$ cat src/rtl/cpu_types_pkg.sv
`default_nettype none
// ============================================================================
//  Module   : cpu_types_pkg
//  Brief    : Shared CPU types: word type, RAM status codes, and the memory
//             arbiter state encoding.
//  Revision : 1.0 - initial release
// ============================================================================
package cpu_types_pkg;

    // Native machine word of the single-cycle datapath
    typedef logic [31:0] word_t;

    // Status reported by the unified RAM each cycle
    typedef enum logic [1:0] {
        FREE   = 2'd0,
        BUSY   = 2'd1,
        ACCESS = 2'd2,
        ERROR  = 2'd3
    } ramstate_t;

    // Memory arbiter sequencing states
    typedef enum logic [1:0] {
        IDLE  = 2'd0,
        GNT_D = 2'd1,
        GNT_I = 2'd2
    } arb_state_t;

endpackage : cpu_types_pkg
`default_nettype wire

$ cat src/rtl/mem_arbiter.sv
`default_nettype none
// ============================================================================
//  Module   : mem_arbiter
//  Brief    : Shares the single-port unified RAM between instruction fetch
//             and data access. Data wins ties; a grant is held until the RAM
//             reports ACCESS or ERROR, and every grant is followed by one
//             IDLE bubble cycle. A sticky tmo flag records any grant that
//             stays outstanding for TIMEOUT_CYC cycles.
//             Optional build macro MEM_ARB_STATS_EN adds the icnt/dcnt/scnt
//             access and stall counters.
//  Revision : 1.0 - initial release
// ============================================================================
module mem_arbiter
    import cpu_types_pkg::*;
#(
    parameter int WORD_W      = 32,
    parameter int TIMEOUT_CYC = 255
) (
    input  logic              CLK,
    input  logic              nRST,
    // instruction requester
    input  logic              iREN,
    input  logic [WORD_W-1:0] iaddr,
    output logic              iwait,
    output logic [WORD_W-1:0] iload,
    // data requester
    input  logic              dREN,
    input  logic              dWEN,
    input  logic [WORD_W-1:0] daddr,
    input  logic [WORD_W-1:0] dstore,
    output logic              dwait,
    output logic [WORD_W-1:0] dload,
    // unified RAM
    output logic              ramREN,
    output logic              ramWEN,
    output logic [WORD_W-1:0] ramaddr,
    output logic [WORD_W-1:0] ramstore,
    input  logic [WORD_W-1:0] ramload,
    input  ramstate_t         ramstate,
    // status
    output logic              tmo
`ifdef MEM_ARB_STATS_EN
    ,
    output logic [31:0]       icnt,
    output logic [31:0]       dcnt,
    output logic [31:0]       scnt
`endif
);

    localparam int                 c_CNT_W   = $clog2(TIMEOUT_CYC + 1);
    localparam logic [c_CNT_W-1:0] c_TMO_MAX = c_CNT_W'(TIMEOUT_CYC);

    arb_state_t          r_state;
    logic [c_CNT_W-1:0]  r_tmo_cnt;
    logic                r_tmo;
    logic [WORD_W-1:0]   r_iload;
    logic [WORD_W-1:0]   r_dload;

    logic w_dreq;
    logic w_ram_done;
    logic w_d_done;
    logic w_i_done;

    // ERROR ends a transaction just like ACCESS; only the returned data differs
    assign w_dreq     = dREN | dWEN;
    assign w_ram_done = (ramstate == ACCESS) || (ramstate == ERROR);
    assign w_d_done   = (r_state == GNT_D) && w_dreq && w_ram_done;
    assign w_i_done   = (r_state == GNT_I) && iREN && w_ram_done;

    assign iload = r_iload;
    assign dload = r_dload;
    assign tmo   = r_tmo;

    // RAM strobes and wait signals follow the live request of the granted side
    always_comb begin
        ramREN   = 1'b0;
        ramWEN   = 1'b0;
        ramaddr  = '0;
        ramstore = '0;
        iwait    = iREN;
        dwait    = w_dreq;
        case (r_state)
            GNT_D: begin
                ramREN   = dREN;
                ramWEN   = dWEN;
                ramaddr  = daddr;
                ramstore = dstore;
                dwait    = ~w_d_done;
            end
            GNT_I: begin
                ramREN   = iREN;
                ramaddr  = iaddr;
                iwait    = ~w_i_done;
            end
            default: ;
        endcase
    end

    // Grant sequencing and read-data capture on completion
    always_ff @(posedge CLK) begin
        if (!nRST) begin
            r_state <= IDLE;
            r_iload <= '0;
            r_dload <= '0;
        end else begin
            case (r_state)
                IDLE: begin
                    if (w_dreq)
                        r_state <= GNT_D;
                    else if (iREN)
                        r_state <= GNT_I;
                end
                GNT_D: begin
                    if (!w_dreq) begin
                        r_state <= IDLE;
                    end else if (w_ram_done) begin
                        r_dload <= (ramstate == ACCESS) ? ramload : '0;
                        r_state <= IDLE;
                    end
                end
                GNT_I: begin
                    if (!iREN) begin
                        r_state <= IDLE;
                    end else if (w_ram_done) begin
                        r_iload <= (ramstate == ACCESS) ? ramload : '0;
                        r_state <= IDLE;
                    end
                end
                default: r_state <= IDLE;
            endcase
        end
    end

    // Grant-age counter: saturates at TIMEOUT_CYC and latches the sticky flag
    always_ff @(posedge CLK) begin
        if (!nRST) begin
            r_tmo_cnt <= '0;
            r_tmo     <= 1'b0;
        end else if (r_state == IDLE) begin
            r_tmo_cnt <= '0;
        end else if (r_tmo_cnt != c_TMO_MAX) begin
            r_tmo_cnt <= r_tmo_cnt + 1'b1;
            if (r_tmo_cnt == c_TMO_MAX - 1'b1)
                r_tmo <= 1'b1;
        end
    end

`ifdef MEM_ARB_STATS_EN
    logic [31:0] r_icnt;
    logic [31:0] r_dcnt;
    logic [31:0] r_scnt;

    assign icnt = r_icnt;
    assign dcnt = r_dcnt;
    assign scnt = r_scnt;

    // Completed-access and stall-cycle counters, free-running with wrap
    always_ff @(posedge CLK) begin
        if (!nRST) begin
            r_icnt <= '0;
            r_dcnt <= '0;
            r_scnt <= '0;
        end else begin
            if (w_i_done)
                r_icnt <= r_icnt + 32'd1;
            if (w_d_done)
                r_dcnt <= r_dcnt + 32'd1;
            if (iwait | dwait)
                r_scnt <= r_scnt + 32'd1;
        end
    end
`endif

endmodule : mem_arbiter
`default_nettype wire
$ cat config.mk
export PLATFORM = sky130hd
export DESIGN_NAME = mem_arbiter
export DESIGN_NICKNAME = d
export VERILOG_FILES = /design/src/rtl/cpu_types_pkg.sv /design/src/rtl/mem_arbiter.sv
export SDC_FILE = /design/constraint.sdc
export NUM_CORES = 1
export LEC_CHECK = 0
export ABC_AREA = 1
export CORE_MARGIN = 2
export CORE_UTILIZATION = 37
export DETAILED_ROUTE_END_ITERATION = 6
export PLACE_DENSITY = 0.86
export REMOVE_ABC_BUFFERS = 1
export SLEW_MARGIN = 20
export SYNTH_ARGS = -nofsm -noshare
export SYNTH_HDL_FRONTEND = slang
export SYNTH_SLANG_ARGS = --single-unit
$ cat constraint.sdc
create_clock -name CLK -period 2.19 [get_ports CLK]
set_input_delay 0.5475 -clock CLK [delete_from_list [all_inputs] [get_ports CLK]]
set_output_delay 0.5475 -clock CLK [all_outputs]
set_load 0.005 [all_outputs]
Word level (Yosys, flattened, before mapping):

Cells that the tools add are included.

* $add $sub $neg: 1
* equality and inequality tests: 7
* muxes and demuxes: 13
* bitwise gates (word level): 5
* reductions and logical operators: 10

Operator list (count)
* $mux W32: 2
* $pmux W32 S2: 1
* $mux W2: 5
* $reduce_and A3 Y1: 3
* $add A8 B1 Y8 const B: 1
* $eq A8 B8 Y1 const B: 1
* $ne A8 B8 Y1 const B: 1
* $eq A2 B2 Y1 const B: 3
* $pmux W2 S3: 1
* $logic_and A1 B1 Y1: 4
* $not A1 Y1: 4
* $mux W1: 3
* $ne A3 B3 Y1 const B: 1
* $eq A2 B1 Y1 const B: 1
* $logic_not A2 Y1: 1
* $pmux W1 S2: 1
* $reduce_or A2 Y1: 1
* $logic_or A1 B1 Y1: 1
* $or A1 B1 Y1: 1

* register bits after elaboration: 75
* bits of input ports: 135
* output and inout port bits: 133
* logic and storage cells: 41

Logic depth before layout (Yosys ltp):

Gate-level depths: netlist (run 1).

* word-level depth: 5
* depth in mapped cells: 9
* depth with buffers taken out: 8

Worst setup path after synthesis (run 1):

Ideal clock, no wire load.

* kind: reg-to-output
* from: reg r_state[1]
* to: out ramaddr[0]
* arrival time: 1.250 ns
* required time: 1.642 ns
* slack: 0.392 ns
* stages on the path, launching flop included: 7
* path through: dfxtp_1 > inv_1 > ha_1 > buf_2 > buf_2 > nand2_1 > a21oi_1

* word-level cells in the longest chain between the ends: 2
* elaborated cells on any way between the ends: 3
* those cells by class: eq/ne (2); mux (1)

RTL lines
* start, declared: line mem_arbiter.sv:53 `arb_state_t r_state;`
* start signal, assigned: line mem_arbiter.sv:102 `r_state <= IDLE;`
* start signal, assigned: line mem_arbiter.sv:109 `r_state <= GNT_D;`
* start signal, assigned: line mem_arbiter.sv:111 `r_state <= GNT_I;`
* $eq A2 B2 Y1 or $eq A2 B1 Y1 (tied branches): line mem_arbiter.sv:82 `case (r_state)`
* $pmux W32 S2 *: line mem_arbiter.sv:82
* end, declared: line mem_arbiter.sv:36 `output logic [WORD_W-1:0] ramaddr,`

Every way passes the cells marked *; elsewhere a longest branch is shown, timed or not.

Worst setup path in the final report (run 1):

* from: reg r_state[1]
* to: out ramaddr[3]

Same word-level chain as after synthesis.

==> results of run 1 <==
-- metrics by stage --
step / cell area, um2 / TNS (ns) / hold WS [ns] / power [W]
2_1_floorplan: 3850 / -36.19 / 0.447 / 0.00174
6_report: 7900 / -0.506 / 0.459 / 0.00383
4_1_cts: 7640 / -1.73 / 0.458 / 0.00374
3_3_place_gp: 7060 / -6.92 / 0.441 / 0.00240
3_5_place_dp: 7060 / -7.66 / 0.444 / 0.00240
5_1_grt: 7900 / -2.73 / 0.477 / 0.00400
-- worst min-delay path by stage --
stage                startpoint          endpoint  slack [ns]
4_1_cts        tmo$_SDFFE_PN0P_  tmo$_SDFFE_PN0P_        0.46
3_3_place_gp   tmo$_SDFFE_PN0P_  tmo$_SDFFE_PN0P_        0.44
5_1_grt        tmo$_SDFFE_PN0P_  tmo$_SDFFE_PN0P_        0.48
6_report       tmo$_SDFFE_PN0P_  tmo$_SDFFE_PN0P_        0.46
3_5_place_dp   tmo$_SDFFE_PN0P_  tmo$_SDFFE_PN0P_        0.44
2_1_floorplan  tmo$_SDFFE_PN0P_  tmo$_SDFFE_PN0P_        0.45
-- per-layer routing --
layer	track usage [%]	vias to the layer above
met5	0	-
met4	13.2	2
met3	8.73	54
met2	49.6	235
met1	30.1	2341
li1	-	2526
-- sequential cells by signal, indices dropped and copies added (netlist names) --
signal and cells:
dload 32, r_tmo_cnt 8, r_state 2, iload 32, tmo 1
-- final cells by class --
type                            instances  share of cell area [%]
Clock inverter                          6                    1.14
Tap cell                              140                    2.22
Multi-Input combinational cell        433                    30.7
Timing Repair Buffer                  330                    41.0
Inverter                               87                    4.25
Sequential cell                        75                    19.0
Clock buffer                           10                    1.62
-- cell families (layout without fill, tap and decap cells) --
group | after synthesis | in the layout | synth area share (%)
and+or+nand+nor | 319 | 319 | 34.4
buffers and inverters | 123 | 433 | 13.3
AOI/OAI and AO/OA | 107 | 107 | 13.3
DFF | 75 | 75 | 37.0
adders and majority gates | 6 | 6 | 1.85
xor gates and xnor gates | 1 | 1 | 0.216
-- critical path, stage by stage, from the launching register on --
cell and delay [ns]:
dfxtp_2 0.36, inv_4 0.06, ha_4 0.26, clkinvlp_4 0.11
buf_12 0.17, buf_6 0.12, a21oi_4 0.15, buf_2 0.14
-- layout by cell type (no fill, tap or decap), types with 20 or more instances in the layout --
master           instances
nand2_4                 20
nand2_2                 24
a21oi_1                 58
buf_4                   21
clkdlybuf4s50_1        197
nor2_1                  56
buf_6                   28
nand2_1                185
a21oi_2                 27
nor2_4                  21
dfxtp_1                 73
buf_2                   39
inv_1                   72
-- timing repair --
action                                  CTS  global route
endpoints found under the setup margin   68            61
pin swaps                                17            11
cloned                                    3             1
buffers inserted                         18             5
resized for setup                       314           100
hold buffers                              0             0
-- report_power, final --
group / internal (W) / switching (W)
sequential: 0.00139 / 0.0000165
clock: 0.000644 / 0.000515
combinational: 0.000690 / 0.000575
total: 0.00272 / 0.00111
==> metrics.md, run 1 <==
| Metric | Value |
|---|---|
| Worst Path Required | between 1.5 and 2 ns |
| Met3 WL | approximately 1700 um |
| Max cap viols | 0 |
| Slew HR | approximately two thirds |
| Largest cells by area after synthesis | dfxtp_1, nand2_1, a21oi_1, inv_1, nor2_4 |
| Worst IR drop on VDD | approximately 0.38 mV |
| Pwr dens | a little under 500 mW/mm2 |
| Die height | 109 um |
| Total track usage | approximately 28% |
| Finished Core Util | about three quarters |
| Antenna-violating nets left | 0 |
| Fin. max-slew vios | 0 |
| Post-Route WL | 17800 um |
| Reg2reg path depth | 11 |
| Least-Margin Pin Slew | a little under 0.5 ns |
| Die Area | 0.0118 mm2 |
| Placed cell count | around 1000 |
| Post-synth top area cell | dfxtp_1 |
| Final GP Congestion | ~0.90 |
| Crit path from | r_state[1]$_SDFFE_PN0P_ |
| Global-route wire length before repair | 24800 um |
| Synth Register Bits | 75 |
| Number of remaining DRC errors | 0 |
| Hpwl dp | between 10000 and 15000 um |
| Num ports | approximately 270 |
| Final setup violation count | 23 |
| Failing checks | setup timing |
| Class of the worst hold path | register to register |
| IO buf count | roughly 270 |
| WHS Path Cells | 2 |
| Worst skew pair latency | 0.35 ns |
| GRT overflow | 0 |
| Endpoints failing hold | 0 |
| Final period utilization | 103% |
| Clock tree sinks | 75 |
| Reg2reg end | dload[17]$_SDFFE_PN0P_ |
| H-tree levels | 3 |
| N_diodes | 0 |
| Max Clk Rate | about 0.44 GHz |
| Post-synth top flop | dfxtp_1 |
| Sequential cell area fraction in the yosys report | approximately 37% |
| Share of the synthesized area in the top cell type | around 37% |
| Share of cells above drive strength 1 | a little over a quarter |
| FILL cells | 807 |
| Worst r2r src | r_state[0]$_SDFFE_PN0P_ |
| Async SR Flop Fraction | 0% |
| Synth cell types | 24 |
| Root buffer cell | clkbuf_8 |
| CORE AREA | around 0.011 mm2 |
| RSZ-0062 raised after global routing | yes |
| DR iter-0 viols | between 200 and 300 |
| P&R area growth vs syn | 94.4% |
| Crit Path Category | register to primary output |
| Cell Count, Final, Fillers Out | roughly 1100 |
| Die Span X | about 110 um |
| Setup Skew | between 0.007 and 0.008 ns |
| Mean Syn Cell Area | approximately 6.4 um2 |
| Initial Util | a little under two fifths |
| Clock slew at reported path FFs | roughly 0.08 ns |
| Most frequent cell after synthesis | nand2_1 |
| Initial antenna violation count | 2 |
| CTS tree | yes |
| R2R Setup Slk | approximately 0.37 ns |
| Max Used Layer | met5 |
| Yosys warnings | 0 |
| Final net count | 1077 |
| Vias in the first global route | ~4800 |
| Post-synth EDFFs | 0 |
| CP startpoint kind | register |
| Largest net degree at the start of global routing | 56 |
| Crit. End Element | primary output |
| WP data arrival | about 1.7 ns |
| Post-synthesis cell area | roughly 0.004 mm2 |
| Outcome | finished with violations |
| Worst slack at placement | -0.498 ns |
| Reg area | 0.00150 mm2 |
| Clock Tree Buf Depth | 2 |
| Capture point of the worst path | ramaddr[3] |
| Multi-input gate area | about 0.0024 mm2 |
| Drt wl/cell | ~16 um |
| First-pass DRT Iterations | 5 |
| CP max FO | 8 |
| Num rows | 38 |
| Cells after synthesis | about 630 |
| Setup slack after layout | -0.0734 ns |
| TritonCTS Buffers | 9 |
| DR vias/cell | ~4.8 |
| Vias | 5158 |
| List of most frequent post-synthesis cells | nand2_1, a21oi_1, inv_1 |
| Total leakage power | roughly 3.5 nW |
| WL met1 | approximately 6400 um |
| Fin crit period | ~2.3 ns |
| Met2 wire len | 8810 um |
Note: power is estimated with default switching activity, not from simulation.
==> run 2: changes to the inputs <==
PLACE_DENSITY = not set   (was 0.86)
PLACE_DENSITY_LB_ADDON = 0.25   (was not set)
SLEW_MARGIN = not set   (was 20)
==> run 2 against run 1 <==
Against the previous run: the run still ends with setup timing left; utilization down 2.9 points; maximum frequency down 2.9%; worst setup slack got worse by 0.067 ns; critical path type unchanged; largest cell class unchanged.
==> metrics.md, run 2 (synthesis results as in run 1) <==
| Metric | Value |
|---|---|
| Number of remaining DRC errors | 0 |
| Clock slew at reported path FFs | roughly 0.080 ns |
| Finished Core Util | a little over two thirds |
| IO buf count | ~270 |
| Slowest CP cell | dfxtp_2 |
| Largest net degree at the start of global routing | 40 |
| Fin crit period | 2.33 ns |
| CP max FO | 6 |
| Clock Tree Buf Depth | 2 |
| Max cap viols | 0 |
| Top delay family on crit path | buffers and inverters |
| Final period utilization | 106% |
| Endpoints failing hold | 0 |
| Drt wl/cell | 16.8 um |
| Slew HR | 66.9% |
| Worst path bufs/invs | 6 |
| Worst skew pair latency | between 0.3 and 0.4 ns |
| Most common cell after layout, fill and taps aside | nand2_1 |
| CP startpoint kind | register |
| Num rows | 38 |
| Worst Path Required | between 1.5 and 2 ns |
| CP max stage delay | between 0.3 and 0.4 ns |
| WP data arrival | roughly 1.8 ns |
| Clock tree sinks | 75 |
| Setup Skew | ~0.012 ns |
| Vias | roughly 5200 |
| TritonCTS Buffers | 9 |
| Die Span X | roughly 110 um |
| CTS tree | yes |
| Cell Count, Final, Fillers Out | 1074 |
| Max Clk Rate | around 0.43 GHz |
| Least-Margin Pin Slew | approximately 0.5 ns |
| GR met3 Demand/Resource | 7.29% |
| Worst IR drop on VDD | 0.344 mV |
| Initial Util | a little under two fifths |
| Final GP Congestion | between 0.8 and 0.9 |
| Outcome | finished with violations |
| H-tree levels | 3 |
| Placed cell count | around 1000 |
| Commonest non-fill, non-tap cells in the layout | nand2_1, clkdlybuf4s50_1, inv_1 |
| Hpwl dp | 12900 um |
| N_diodes | 0 |
| Final net count | approximately 1100 |
| Setup slack after layout | -0.141 ns |
| Fin. max-slew vios | 0 |
| Global route hottest layer | met2 |
| Post-Route WL | 18000 um |
| Met2 Use GR | about 52% |
| Final setup violation count | 23 |
| Grt met1 use | around 30% |
| Num ports | roughly 270 |
| Class of the worst hold path | register to register |
| Share of cells above drive strength 1 | a little under a quarter |
| Failing checks | setup timing |
| Critical Path Most Common Cell | buf_6 |
| Worst slack at placement | -0.354 ns |
| Die Area | 0.0118 mm2 |
| First-pass DRT Iterations | 7 |
| Post-CTS Hold Fix Bufs | 0 |
| Antenna-violating nets left | 0 |
| RSZ-0062 raised after global routing | yes |
| Global-route wire length before repair | 25400 um |
| Initial antenna violation count | 0 |
| Total leakage power | ~3.3 nW |
| Die height | roughly 110 um |
| DR iter-0 viols | approximately 330 |
| Total track usage | 28.4% |
| Vias in the first global route | 5154 |
| P&R area growth vs syn | 86.7% |
| CORE AREA | 0.0108 mm2 |
| Pwr Total | 0.00375 W |
| DR vias/cell | just under 5 |
| GRT overflow | 0 |
| Crit Path Category | register to primary output |
| Root buffer cell | clkbuf_8 |
| Worst-path cell chain | inv_4 -> ha_4 -> clkinvlp_4 -> buf_6 -> buf_8 -> buf_6 -> a21oi_2 -> buf_2 |
| Crit. End Element | primary output |
| Pwr dens | just under 500 mW/mm2 |
[run 2: cell count changes in the layout (fill, tap and decap cells not counted), sizes merged]
cell / delta
buf: -7
clkbuf: +3
clkdlybuf4s15: -5
clkdlybuf4s50: +2
clkinv: -1
dlygate4sd2: +3
dlymetal6s2s: -2
[run 2: power by group]
part	switching (W)	leakage, nW	internal (W)
clock network	0.000521	0.109	0.000673
registers	0.0000176	0.607	0.00139
logic	0.000526	2.56	0.000627
total	0.00107	3.27	0.00269
[run 2: final cells by class]
type	count	area, um2
well taps	140	175
clock inverters	5	85.1
multi-input cells	433	2270
flip-flops and latches	75	1510
inverters	87	339
clock buffers	10	138
fillers	859	3210
repair buffers	324	3070
[run 2: worst reg2reg max path, cell delays in order, from the launching register on]
cell     delay [ns]
dfxtp_2        0.36
buf_6          0.11
ha_4           0.22
buf_8          0.15
buf_8          0.12
nand3_4        0.06
inv_2          0.07
buf_4          0.10
buf_4          0.35
nand2_1        0.12
a21oi_1        0.15
[run 2: timing repair]
action | CTS | global route
pin swaps | 16 | 9
cloned | 2 | 1
resized for setup | 268 | 85
endpoints found under the setup margin | 68 | 63
setup buffers | 21 | 6
[run 2: final timing paths]
path / startpoint / endpoint / slack (ns) / cells past startpoint
worst min-delay path: tmo$_SDFFE_PN0P_ / tmo$_SDFFE_PN0P_ / 0.46 / 2
worst min register to register: tmo$_SDFFE_PN0P_ / tmo$_SDFFE_PN0P_ / 0.46 / 2
worst max register to register: r_state[0]$_SDFFE_PN0P_ / dload[1]$_SDFFE_PN0P_ / 0.29 / 10
worst max-delay path: r_state[0]$_SDFFE_PN0P_ / ramaddr[16] / -0.14 / 8
[run 2: per-stage QoR]
step	hold WS [ns]	setup TNS, ns	area [um2]
floorplan	0.447	-36.19	3850
detailed placement	0.454	-7.90	7010
global placement	0.444	-7.12	7010
finish	0.462	-1.52	7580
CTS	0.465	-2.71	7430
global route	0.483	-3.52	7580
[run 2: layer usage]
metal | share of wire [%] | up-vias
met1 | 38 | 2436
met2 | 50 | 230
met5 | 0 | -
met3 | 7.9 | 61
met4 | 4.9 | 0
li1 | - | 2516
==> run 3: changes to the inputs <==
--- a/config.mk
+++ b/config.mk
@@ -8,5 +8,6 @@
 export ABC_AREA = 1
-export CORE_MARGIN = 2
-export CORE_UTILIZATION = 37
+export CORE_AREA = 2 2 105 107
 export DETAILED_ROUTE_END_ITERATION = 6
+export DIE_AREA = 0 0 107 109
+export DONT_BUFFER_PORTS = 1
 export PLACE_DENSITY_LB_ADDON = 0.25
==> constraint.sdc (replaced) <==
create_clock -name CLK -period 2.19 [get_ports CLK]
set_input_delay 0.3285 -clock CLK [delete_from_list [all_inputs] [get_ports CLK]]
set_output_delay 0.3285 -clock CLK [all_outputs]
set_load 0.005 [all_outputs]
==> run 3 against run 2 <==
Against the previous run: the flow now finishes without violations; worst setup slack better by 0.25 ns; critical path depth down 3; hold slack worse by 0.35 ns; combinational power decreased by 62%; sequential share of layout area rose by 15 points; sequential power barely moved; global-route usage fell by 3.4 points; total power is 23% lower; largest power group unchanged; highest routed layer is now met5.
==> metrics.md, run 3 (synthesis results as in run 1) <==
| Metric | Value |
|---|---|
| R2R Setup Slk | approximately 0.44 ns |
| Hpwl dp | around 12000 um |
| Fin. max-slew vios | 0 |
| Pwr Total | just under 0.003 W |
| Antenna-violating nets left | 0 |
| Worst path bufs/invs | 2 |
| Top delay family on crit path | flip-flops |
| Largest net degree at the start of global routing | 67 |
| CORE AREA | 0.0106 mm2 |
| Pwr dens | roughly 670 mW/mm2 |
| Max cap viols | 0 |
| Fin crit period | 2.08 ns |
| Drt wl/cell | about 20 um |
| TritonCTS Buffers | 9 |
| H-tree levels | 3 |
| GRT overflow | 0 |
| Endpoints failing hold | 0 |
| Worst skew pair latency | between 0.3 and 0.4 ns |
| Setup Skew | 0.00884 ns |
| Num ports | 268 |
| Commonest non-fill, non-tap cells in the layout | nand2_1, a21oi_1, inv_1 |
| Global-route wire length before repair | around 22000 um |
| Die height | around 110 um |
| Crit. End Element | primary output |
| Total track usage | 25.0% |
| Worst-path cell chain | inv_1 -> ha_1 -> nand3_4 -> clkinv_2 -> nor2_1 |
| Min-Delay Startpoint | nRST |
| Reg2reg path depth | 7 |
| Number of remaining DRC errors | 0 |
| Clock slew at reported path FFs | 0.08 ns |
| Crit Path Category | register to primary output |
| CP max stage delay | between 0.3 and 0.4 ns |
| First-pass DRT Iterations | 5 |
| Class of the worst hold path | input pin to register |
| RSZ-0062 raised after global routing | no |
| Reg2reg end | iload[7]$_SDFFE_PN0P_ |
| WP data arrival | approximately 1.8 ns |
| WHS Path Cells | 2 |
| Vias in the first global route | 3654 |
| Final setup violation count | 0 |
| Initial Util | a little under two fifths |
| Outcome | finished, final reports clean |
| Vias | approximately 4000 |
| Root buffer cell | clkbuf_8 |
| Worst Path Required | 1.86 ns |
| Clock tree sinks | 75 |
| CP startpoint kind | register |
| Worst IR drop on VDD | roughly 0.38 mV |
| Postcts setup bufs | 0 |
| CTS tree | yes |
| Post-Route WL | around 15000 um |
| Final hold slack | roughly 0.11 ns |
| Total leakage power | about 1.8 nW |
| Setup Total Neg Slack | 0 ns |
| Die Span X | 107 um |
| Final GP Congestion | just under 1 |
| IO buf count | 0 |
| Slew HR | roughly three fifths |
| Slowest CP cell | dfxtp_1 |
| Max Clk Rate | between 0.4 and 0.5 GHz |
| Hold Path End | dload[20]$_SDFFE_PN0P_ |
| WP depth | 5 |
| Most common cell after layout, fill and taps aside | nand2_1 |
| Worst r2r src | r_state[0]$_SDFFE_PN0P_ |
| DR iter-0 viols | 393 |
| Num rows | 38 |
| CP max FO | 21 |
| DR vias/cell | a little over 5 |
| Share of cells above drive strength 1 | 8.36% |
| Final net count | 758 |
| Die Area | 0.0117 mm2 |
| P&R area growth vs syn | 6.53% |
| Final period utilization | 95.0% |
| Initial antenna violation count | 3 |
| Least-Margin Pin Slew | between 0.6 and 0.7 ns |
| Clock Tree Buf Depth | 2 |
run 3: worst register-to-register path, cell delays in order, from the launching register on:
cell and delay (ns):
dfxtp_1 0.39, inv_1 0.10, ha_1 0.25, nand3_4 0.09, clkinv_2 0.29, buf_4 0.34, nand2_1 0.08, a21oi_1 0.06
run 3: power by group:
group,switching [W],internal [W],leakage [nW]
registers,0.0000235,0.00139,0.606
clock network,0.000523,0.000533,0.0902
logic,0.000324,0.000113,1.14
total,0.000871,0.00204,1.83
run 3: cell type report:
class,instances,area (um2)
multi-input cells,433,2020
flip-flops and latches,75,1500
fillers,1148,6270
clock inverters,5,62.6
well taps,140,175
inverters,87,330
repair buffers,11,98.8
clock buffers,11,131
diodes,2,5.00
run 3: metrics by stage:
stage / worst slack (ns) / std cells / util, % / cell area (um2)
after CTS: 0.0557 / 762 / 40.7 / 4320
after global routing: 0.0000728 / 764 / 40.8 / 4330
final: 0.109 / 764 / 40.8 / 4330
after detailed placement: 0.445 / 746 / 38.9 / 4120
after global placement: 0.477 / 746 / 38.9 / 4120
after floorplan: -0.722 / 595 / - / 3850
run 3: how the worst max path moves through the flow:
stage / startpoint / to / slack (ns)
final: r_state[0]$_SDFFE_PN0P_ / iwait / 0.11
after global routing: r_state[1]$_SDFFE_PN0P_ / ramaddr[2] / 0.00007
after CTS: r_state[1]$_SDFFE_PN0P_ / dwait / 0.06
after detailed placement: r_state[1]$_SDFFE_PN0P_ / dwait / 0.45
after global placement: r_state[1]$_SDFFE_PN0P_ / dwait / 0.48
after floorplan: r_state[1]$_SDFFE_PN0P_ / dwait / -0.72
run 3: routing by layer:
layer,track usage [%],vias up,share of wire (%)
li1,-,1887,-
met1,31.3,1828,40
met2,42.4,190,48
met3,6.75,21,9.9
met4,6.86,2,2.0
met5,0,-,0.087
run 3: repair_timing:
action	4_1_cts	5_1_grt
setup endpoints to repair	0	4
resized for setup	0	3
hold buffers	0	0
